### src/rtl/matrix_product_scheduler.sv
// rtl/matrix_product_scheduler.sv - sequences one column processor over every cell of C = A*B
module matrix_product_scheduler #(
  parameter int size       = 4,
  parameter int cell_width = 8,
  parameter int width      = cell_width * size,
  parameter int timeout    = 64
) (
  input  logic                             in_clk,
  input  logic                             in_reset,
  input  logic                             in_ready,
  input  logic [size*size*cell_width-1:0]  in_mat_a,
  input  logic [size*size*cell_width-1:0]  in_mat_b,
  input  logic                             out_ack,
  output logic [size*size*cell_width-1:0]  out_mat_c,
  output logic                             out_ready,
  output logic                             out_error,
  output logic                             out_busy,
  output logic                             pe_ready,
  output logic [width-1:0]                 pe_row_a,
  output logic [width-1:0]                 pe_col_b,
  output logic                             pe_ack,
  input  logic                             pe_done,
  input  logic [width-1:0]                 pe_cell_c
);

  localparam int mat_w = size * size * cell_width;
  localparam int idx_w = (size > 1) ? $clog2(size) : 1;
  localparam int cnt_w = $clog2(timeout + 1);
  localparam logic [idx_w-1:0] last_idx = idx_w'(size - 1);
  localparam logic [cnt_w-1:0] cnt_last = cnt_w'(timeout - 1);

  typedef enum logic [2:0] {
    IDLE,
    ISSUE,
    WAIT,
    RELEASE,
    DONE
  } state_t;

  state_t            state;
  logic [mat_w-1:0]  mat_a;
  logic [mat_w-1:0]  mat_b;
  logic [idx_w-1:0]  row_idx;
  logic [idx_w-1:0]  col_idx;
  logic [cnt_w-1:0]  wait_cnt;
  logic [width-1:0]  row_sel;
  logic [width-1:0]  col_sel;

  // select row i of A and column j of B; constant slices only, gated by index match
  always_comb begin
    row_sel = '0;
    col_sel = '0;
    for (int r = 0; r < size; r++) begin
      for (int k = 0; k < size; k++) begin
        if (row_idx == idx_w'(r))
          row_sel[k*cell_width +: cell_width] = mat_a[(r*size + k)*cell_width +: cell_width];
        if (col_idx == idx_w'(r))
          col_sel[k*cell_width +: cell_width] = mat_b[(k*size + r)*cell_width +: cell_width];
      end
    end
  end

  // job sequencing FSM; every output is registered here
  always_ff @(posedge in_clk or negedge in_reset) begin
    if (!in_reset) begin
      state     <= IDLE;
      mat_a     <= '0;
      mat_b     <= '0;
      row_idx   <= '0;
      col_idx   <= '0;
      wait_cnt  <= '0;
      out_mat_c <= '0;
      out_ready <= 1'b0;
      out_error <= 1'b0;
      out_busy  <= 1'b0;
      pe_ready  <= 1'b0;
      pe_row_a  <= '0;
      pe_col_b  <= '0;
      pe_ack    <= 1'b0;
    end else begin
      case (state)
        IDLE: begin
          if (in_ready) begin
            mat_a     <= in_mat_a;
            mat_b     <= in_mat_b;
            out_mat_c <= '0;
            out_error <= 1'b0;
            row_idx   <= '0;
            col_idx   <= '0;
            out_busy  <= 1'b1;
            state     <= ISSUE;
          end
        end
        ISSUE: begin
          pe_row_a <= row_sel;
          pe_col_b <= col_sel;
          pe_ready <= 1'b1;
          wait_cnt <= '0;
          state    <= WAIT;
        end
        WAIT: begin
          pe_ready <= 1'b0;
          wait_cnt <= wait_cnt + cnt_w'(1);
          if (pe_done) begin
            // result lands in the cell addressed by the current indices; upper bits are dropped
            for (int r = 0; r < size; r++) begin
              for (int c = 0; c < size; c++) begin
                if (row_idx == idx_w'(r) && col_idx == idx_w'(c))
                  out_mat_c[(r*size + c)*cell_width +: cell_width] <= pe_cell_c[cell_width-1:0];
              end
            end
            pe_ack <= 1'b1;
            state  <= RELEASE;
          end else if (wait_cnt == cnt_last) begin
            out_error <= 1'b1;
            out_ready <= 1'b1;
            state     <= DONE;
          end
        end
        RELEASE: begin
          if (!pe_done) begin
            pe_ack <= 1'b0;
            if (col_idx == last_idx) begin
              col_idx <= '0;
              row_idx <= row_idx + idx_w'(1);
            end else begin
              col_idx <= col_idx + idx_w'(1);
            end
            if (row_idx == last_idx && col_idx == last_idx) begin
              out_ready <= 1'b1;
              state     <= DONE;
            end else begin
              state <= ISSUE;
            end
          end
        end
        DONE: begin
          if (out_ack) begin
            out_ready <= 1'b0;
            out_busy  <= 1'b0;
            state     <= IDLE;
          end
        end
        default: state <= IDLE;
      endcase
    end
  end

endmodule

### config.mk
export PLATFORM = sky130hd
export DESIGN_NAME = matrix_product_scheduler
export DESIGN_NICKNAME = d
export VERILOG_FILES = /design/src/rtl/matrix_product_scheduler.sv
export SDC_FILE = /design/constraint.sdc
export NUM_CORES = 1
export LEC_CHECK = 0
export BUFFER_PORTS_ARGS = -buffer_cell sky130_fd_sc_hd__buf_2
export CAP_MARGIN = 20
export CORE_MARGIN = 8
export CORE_UTILIZATION = 35
export CTS_CLUSTER_DIAMETER = 50
export CTS_CLUSTER_SIZE = 30
export DETAILED_ROUTE_END_ITERATION = 10
export SLEW_MARGIN = 25
export SYNTH_ARGS = -nofsm -noshare
export SYNTH_HDL_FRONTEND = slang
export SYNTH_SLANG_ARGS = --single-unit
### constraint.sdc
create_clock -name in_clk -period 1.7 [get_ports in_clk]
set_input_delay 0.085 -clock in_clk [delete_from_list [all_inputs] [get_ports in_clk]]
set_output_delay 0.085 -clock in_clk [all_outputs]
set_load 0.01 [all_outputs]
; ---- Word level (Yosys, flattened, before mapping)
; Cells that the tools add are included.
[word_totals]
output_inout_bits = 197
word_cells = 197
romBits = 0
inputBits = 293
mem_count = 0
latch_bits = 0
register_bits = 467
ramBits = 0
[classes]
div_mod_pow = 0
order_cmp = 0
n_reduce_logical = 49
eq_ne = 36
n_mul = 0
muxes = 80
n_bitwise = 0
shift = 0
add_sub_neg = 3
[op_table]
columns = op, count
row1 = 8-bit two-way mux, 48
row2 = 128-bit two-way mux, 2
row3 = 128-bit case mux with 2 select lines, 1
row4 = 4-bit AND reduction, 19
row5 = "2-bit != test, second input constant", 24
row6 = 3-bit two-way mux, 6
row7 = 1-bit logical AND, 16
row8 = 3-bit case mux with 5 select lines, 1
row9 = 7-bit case mux with 2 select lines, 1
row10 = 2-bit two-way mux, 5
row11 = 2-bit nonzero test, 5
row12 = 1-bit two-way mux, 9
row13 = 3-bit AND reduction, 3
row14 = "2-bit equality test, second input constant", 4
row15 = 1-bit case mux with 2 select lines, 4
row16 = 2-bit case mux with 2 select lines, 2
row17 = "7-bit by 1-bit adder with 7-bit output, second input constant", 1
row18 = "7-bit by 6-bit equality test with 1-bit output, second input constant", 1
row19 = "3-bit by 2-bit equality test with 1-bit output, second input constant", 2
row20 = 6-bit AND reduction, 1
row21 = "2-bit by 1-bit adder with 2-bit output, second input constant", 2
row22 = "2-bit by 1-bit equality test with 1-bit output, second input constant", 2
row23 = 2-bit logical NOT, 2
row24 = "3-bit by 1-bit equality test with 1-bit output, second input constant", 1
row25 = other kinds (6), 6

; ---- Longest topological paths before layout
[logic_depth]
depth_word = 5
ltp_mapped = 7
depth_no_buf = 5

; ---- Worst setup path after synthesis
; No wires, ideal clock.
[synth_timing]
kind = flip-flop to flip-flop
startpoint = reg row_idx[0]
endpoint = reg out_mat_c[120]
path_stages_with_launch = 6
required_time_ps = 1575
setup_ps = 125
arrival_ps = 1706
slack_ps = -130
synth_period_minus_slack_ps = 1830
path_buffers = 1
path_cell_list = dfrtp_1 > ha_1 > buf_2 > nand2_1 > a2111oi_4 > mux2_2
[synth_between]
elab_chain_cells = 4
[synth_lines]
columns = element, line_no
row1 = from (decl), 43  ; logic [idx_w-1:0] row_idx;
row2 = from (signal assigned), 125  ; row_idx <= row_idx + idx_w'(1);
row3 = 2-bit equality test, 108  ; if (row_idx == idx_w'(r) && col_idx == idx_w'(c))
row4 = 1-bit logical AND, 108
row5 = 2-bit != test (no source line), --
row6 = 4-bit AND reduction (no source line), --
row7 = "to (signal, indexed assignment)", 109  ; out_mat_c[(r*size + c)*cell_width +: cell_width] <= pe_cell_c[cell_width-1:0];
row8 = to (decl), 14  ; output logic [size*size*cell_width-1:0] out_mat_c,
; No other way between the ends.
; A chain may end at the register's enable or synchronous reset.

; ---- Final worst setup path
[layout_timing]
startpoint = reg row_idx[0]
endpoint = reg pe_row_a[15]
[layout_between]
elab_chain_cells = 5
elab_cells_between_ends = 8
classes_between = eq/ne: 3 / mux: 4 / reduce/logical: 1
[layout_lines]
columns = element, line_no
row1 = 2-bit logical NOT, 55  ; if (row_idx == idx_w'(r))
row2 = 8-bit two-way mux (3 in series), 55
row3 = 8-bit two-way mux *, 55
row4 = to (signal assigned), 95  ; pe_row_a <= row_sel;
row5 = to (decl), 19  ; output logic [width-1:0] pe_row_a,
; Mark *: on every way between the ends. The rest lies on a longest branch, timed or not.

==> flow_summary_export.csv <==
group,metric,value,unit
cells_and_area,fin_nets,3211,
power_and_ir_drop,p_int,32.5,mW
cells_and_area,area_delta_synth_final,54.4,%
setup_path,cpPeakStageDelay,0.46,ns
global_routing,grt_pass1_wl,116,mm
sta,timing.final.crit_share,108,%
setup_path,r2r_slack,-0.13,ns
route,avgRoutedWirePerCell,21.7,µm
sta,hold_violations,0,
job,drv_cap,0,
route,highest_layer,"met5",
sta,finalMaxSlewViolations,0,
setup_path,reg2reg_from,"row_idx[0]$_DFFE_PN0P_",
power_and_ir_drop,switching_share,38.3,%
place,hpwl,47.9,mm
floorplan,core,0.0564,mm²
route,wl_met3,6.46,mm
route,drc,0,
run_status,violations,"negative setup slack",
sta,timing.setup.tns,-18.69,ns
global_routing,grt_pass1_vias,20200,
setup_path,critPathKind,"register to register",
synth,ys_ff_latch,467,
setup_path,crit_buf_inv,3,
synth,synthesis.area,0.0199,mm²
setup_path,cp_max_fo,16,
global_routing,gr-total-overflow,0,
sta,setup_viol_count_final,384,
global_routing,track_usage,22.7,%
route,dr.pass1.iters,6,
setup_path,cp_data_arrival_time,2.32,ns
setup_path,path_depth,7,
clock_tree,clkLatencyLatePin,0.61,ns
sta,max_freq,547,MHz
setup_path,r2r_end,"pe_row_a[15]$_DFFE_PN0N_",
power_and_ir_drop,p_comb_share,43.5,%
floorplan,die_w,255,µm
sta,rsz0062_at_grt,"true",
clock_tree,cts_tree,"yes",
setup_path,rr_worst_depth,7,
synth,yosysWarnings,0,
route,ant_nets,0,
power_and_ir_drop,power_density,1710,mW/mm²
cells_and_area,design_area,0.0308,mm²
floorplan,start_util,35.4,%
clock_tree,cts_buffer_depth,3,
setup_path,critPathCaptureType,"register",
cells_and_area,final_layout_size_suffix_gt1_share,31.1,%
setup_path,crit_path_start_kind,"register",
power_and_ir_drop,pwr-share-clk,22.7,%
setup_path,cpMaxStageDelayCell,"dfrtp_2",
sta,slew_headroom,62.8,%
worst_hold_path,whs_path_depth,4,
setup_path,cp_top_family,"compound AO/OA/AOI/OAI gates",
route,drt-met1-wl,31.6,mm
power_and_ir_drop,seq_power_share,33.8,%
setup_path,crit_required,2.19,ns
floorplan,ios,490,
sta,min_period,1.83,ns
floorplan,die_y,255,µm
route,wl_met2,38.7,mm
route,num_vias,19500,
synth,syn_inst,2056,
synth,syn_nets,2358,
worst_hold_path,min_path_type,"input port to register",
place,place_area,0.0241,mm²
power_and_ir_drop,vdd_drop_max,0.888,mV
clock_tree,numCtsBuffers,51,
cells_and_area,fillers,4818,
clock_tree,htree_levels,2,
setup_path,path_cells,"inv_2 -> ha_4 -> buf_12 -> buf_16 -> nand3b_1 -> a221o_1 -> a21oi_1",
clock_tree,cts-root-buf,"clkbuf_16",
power_and_ir_drop,p_sw,20.2,mW
power_and_ir_drop,p_leak,15.1,nW
sta,skew,0.0323,ns
global_routing,antenna_found_initial,7,
clock_tree,clkTransAtPathRegs,0.08,ns
run_status,status,"complete, but fails checks",
place,portBuffers,465,
synth,yosysSeqAreaShare,58.6,%
sta,layout_setup_ws,-0.129,ns
floorplan,die_area,0.0649,mm²
worst_hold_path,hp-start,"in_mat_b[40]",
floorplan,num_rows,87,
synth,ys_types,48,
global_routing,grt_start_max_net_pins,98,
route,routed_wl,80.5,mm
route,drt_iter0_markers,1405,
cells_and_area,final_util,54.6,%
worst_hold_path,min_to,"mat_b[40]$_DFFE_PN0P_",
place,gp_congestion,0.852,
route,viasPerCell,5.25,
synth,avgSynthCellArea,9.70,µm²
sta,worst_pin_slew,0.558,ns
clock_tree,clock-sinks,467,
## power by group through the flow
| stage | registers (mW) | clock network, mW | logic, mW |
|---|---|---|---|
| finish | 17.8 | 12.0 | 22.9 |
| global route | 18.2 | 12.6 | 24.8 |
| CTS | 17.7 | 12.2 | 20.4 |
| detailed placement | 17.8 | 0 | 17.8 |
| global placement | 17.7 | 0 | 17.4 |
| floorplan | 17.7 | 0 | 10.5 |
## timing repair
item	CTS	global route
pin swaps	15	32
endpoints found under the hold margin	804	0
setup buffers	17	25
hold buffers	269	0
setup endpoints to repair	449	458
resized for setup	96	133
cloned	13	25
## synthesized netlist by cell type, drive strengths merged
library cell,instances,area share (%)
a2111oi,1,0.14
a211o,10,0.44
a21boi,1,0.038
a21oi,198,5.0
a221o,65,3.3
a22o,32,1.4
a31oi,1,0.031
a32o,8,0.40
and2,13,0.41
and4,1,0.044
and4bb,1,0.063
buf,78,2.1
clkbuf,74,1.4
dfrtp,467,59
ha,9,0.56
inv,71,1.3
mux2,10,0.56
mux2i,4,0.26
nand2,668,13
nand3,26,0.83
nand3b,65,2.4
nand4,4,0.13
nand4b,1,0.044
nor2,72,1.4
nor2b,1,0.031
nor3,4,0.20
nor3b,2,0.10
nor4b,1,0.12
o211ai,7,0.43
o21ai,69,1.7
o22ai,1,0.031
o2bb2ai,80,3.5
o31ai,3,0.11
or2,1,0.031
or3,1,0.031
or3b,4,0.18
or4,1,0.038
or4b,1,0.050
## kinds of logic after synthesis
logic type / count (synthesis) / synth area share, %
flip-flops: 467 / 58.6
multiplexers: 14 / 0.828
AO/OA/AOI/OAI: 476 / 16.5
adder cells (fa/ha/maj): 9 / 0.565
buffers and inverters: 223 / 4.82
AND/OR/NAND/NOR: 867 / 18.7
## per-stage QoR
stage | worst slack [ns] | hold WS (ns) | std cells | power (mW)
floorplan | -0.0956 | -0.211 | 2056 | 28.2
global placement | -0.151 | 0.00484 | 3265 | 35.1
detailed placement | -0.168 | 0.0106 | 3265 | 35.6
CTS | -0.0806 | 0.165 | 3658 | 50.3
global route | -0.221 | 0.195 | 3711 | 55.7
finish | -0.129 | 0.200 | 3712 | 52.7
## cell usage in the layout (no fill, tap or decap), drive strengths merged, types with 5 or more instances in the layout
cell,synthesis,layout
o211ai,7,7
a32o,8,8
nand3b,65,65
o2bb2ai,80,80
mux2,10,10
nand3,26,26
diode,0,5
dfrtp,467,467
clkbuf,74,81
ha,9,9
clkinv,0,16
a21oi,198,198
a221o,65,65
nand2,668,668
a211o,10,10
nor2,72,72
dlygate4sd3,0,268
a22o,32,32
and2,13,13
o21ai,69,69
buf,78,658
inv,71,85
## state kept, by name, indices dropped and copies added, names as in the netlist
name and flops:
mat_b 128, out_error 1, out_mat_c 128, row_idx 2
wait_cnt 7, out_busy 1, col_idx 2, out_ready 1
pe_col_b 32, pe_ready 1, state 3, mat_a 128
pe_ack 1, pe_row_a 32
## final cells by class
cell class	count	area, µm²	share of cell area (%)
multi-input cells	1366	7870	25.6
diodes	5	12.5	0.0406
inverters	71	272	0.882
flip-flops and latches	467	11700	38.0
well taps	756	946	3.07
repair buffers	952	8150	26.5
clock inverters	38	489	1.59
clock buffers	57	1350	4.38
## worst reg2reg max path: stages (launching register included)
cell and delay, ns:
dfrtp_2 0.46, inv_2 0.11, ha_4 0.23, buf_12 0.13, buf_16 0.17, nand3b_1 0.11, a221o_1 0.31, a21oi_1 0.19
## layer usage
metal,vias to the layer above,track usage (%)
met1,9522,28.3
met4,6,10.5
met2,988,37.7
li1,8705,-
met3,249,4.82
met5,-,0
## worst max-delay path by stage
stage                                       from                          to  slack (ns)
after floorplan           row_idx[0]$_DFFE_PN0P_  out_mat_c[120]$_DFFE_PN0P_        -0.1
after global placement      state[0]$_DFFE_PN0P_       mat_b[76]$_DFFE_PN0P_       -0.15
after detailed placement    state[0]$_DFFE_PN0P_       mat_a[68]$_DFFE_PN0P_       -0.17
after CTS                   state[1]$_DFFE_PN0P_     wait_cnt[5]$_DFFE_PN0P_       -0.08
after global routing      row_idx[0]$_DFFE_PN0P_    pe_row_a[15]$_DFFE_PN0N_       -0.22
final                     row_idx[0]$_DFFE_PN0P_    pe_row_a[15]$_DFFE_PN0N_       -0.13
Power figures use the tool's default switching activity.
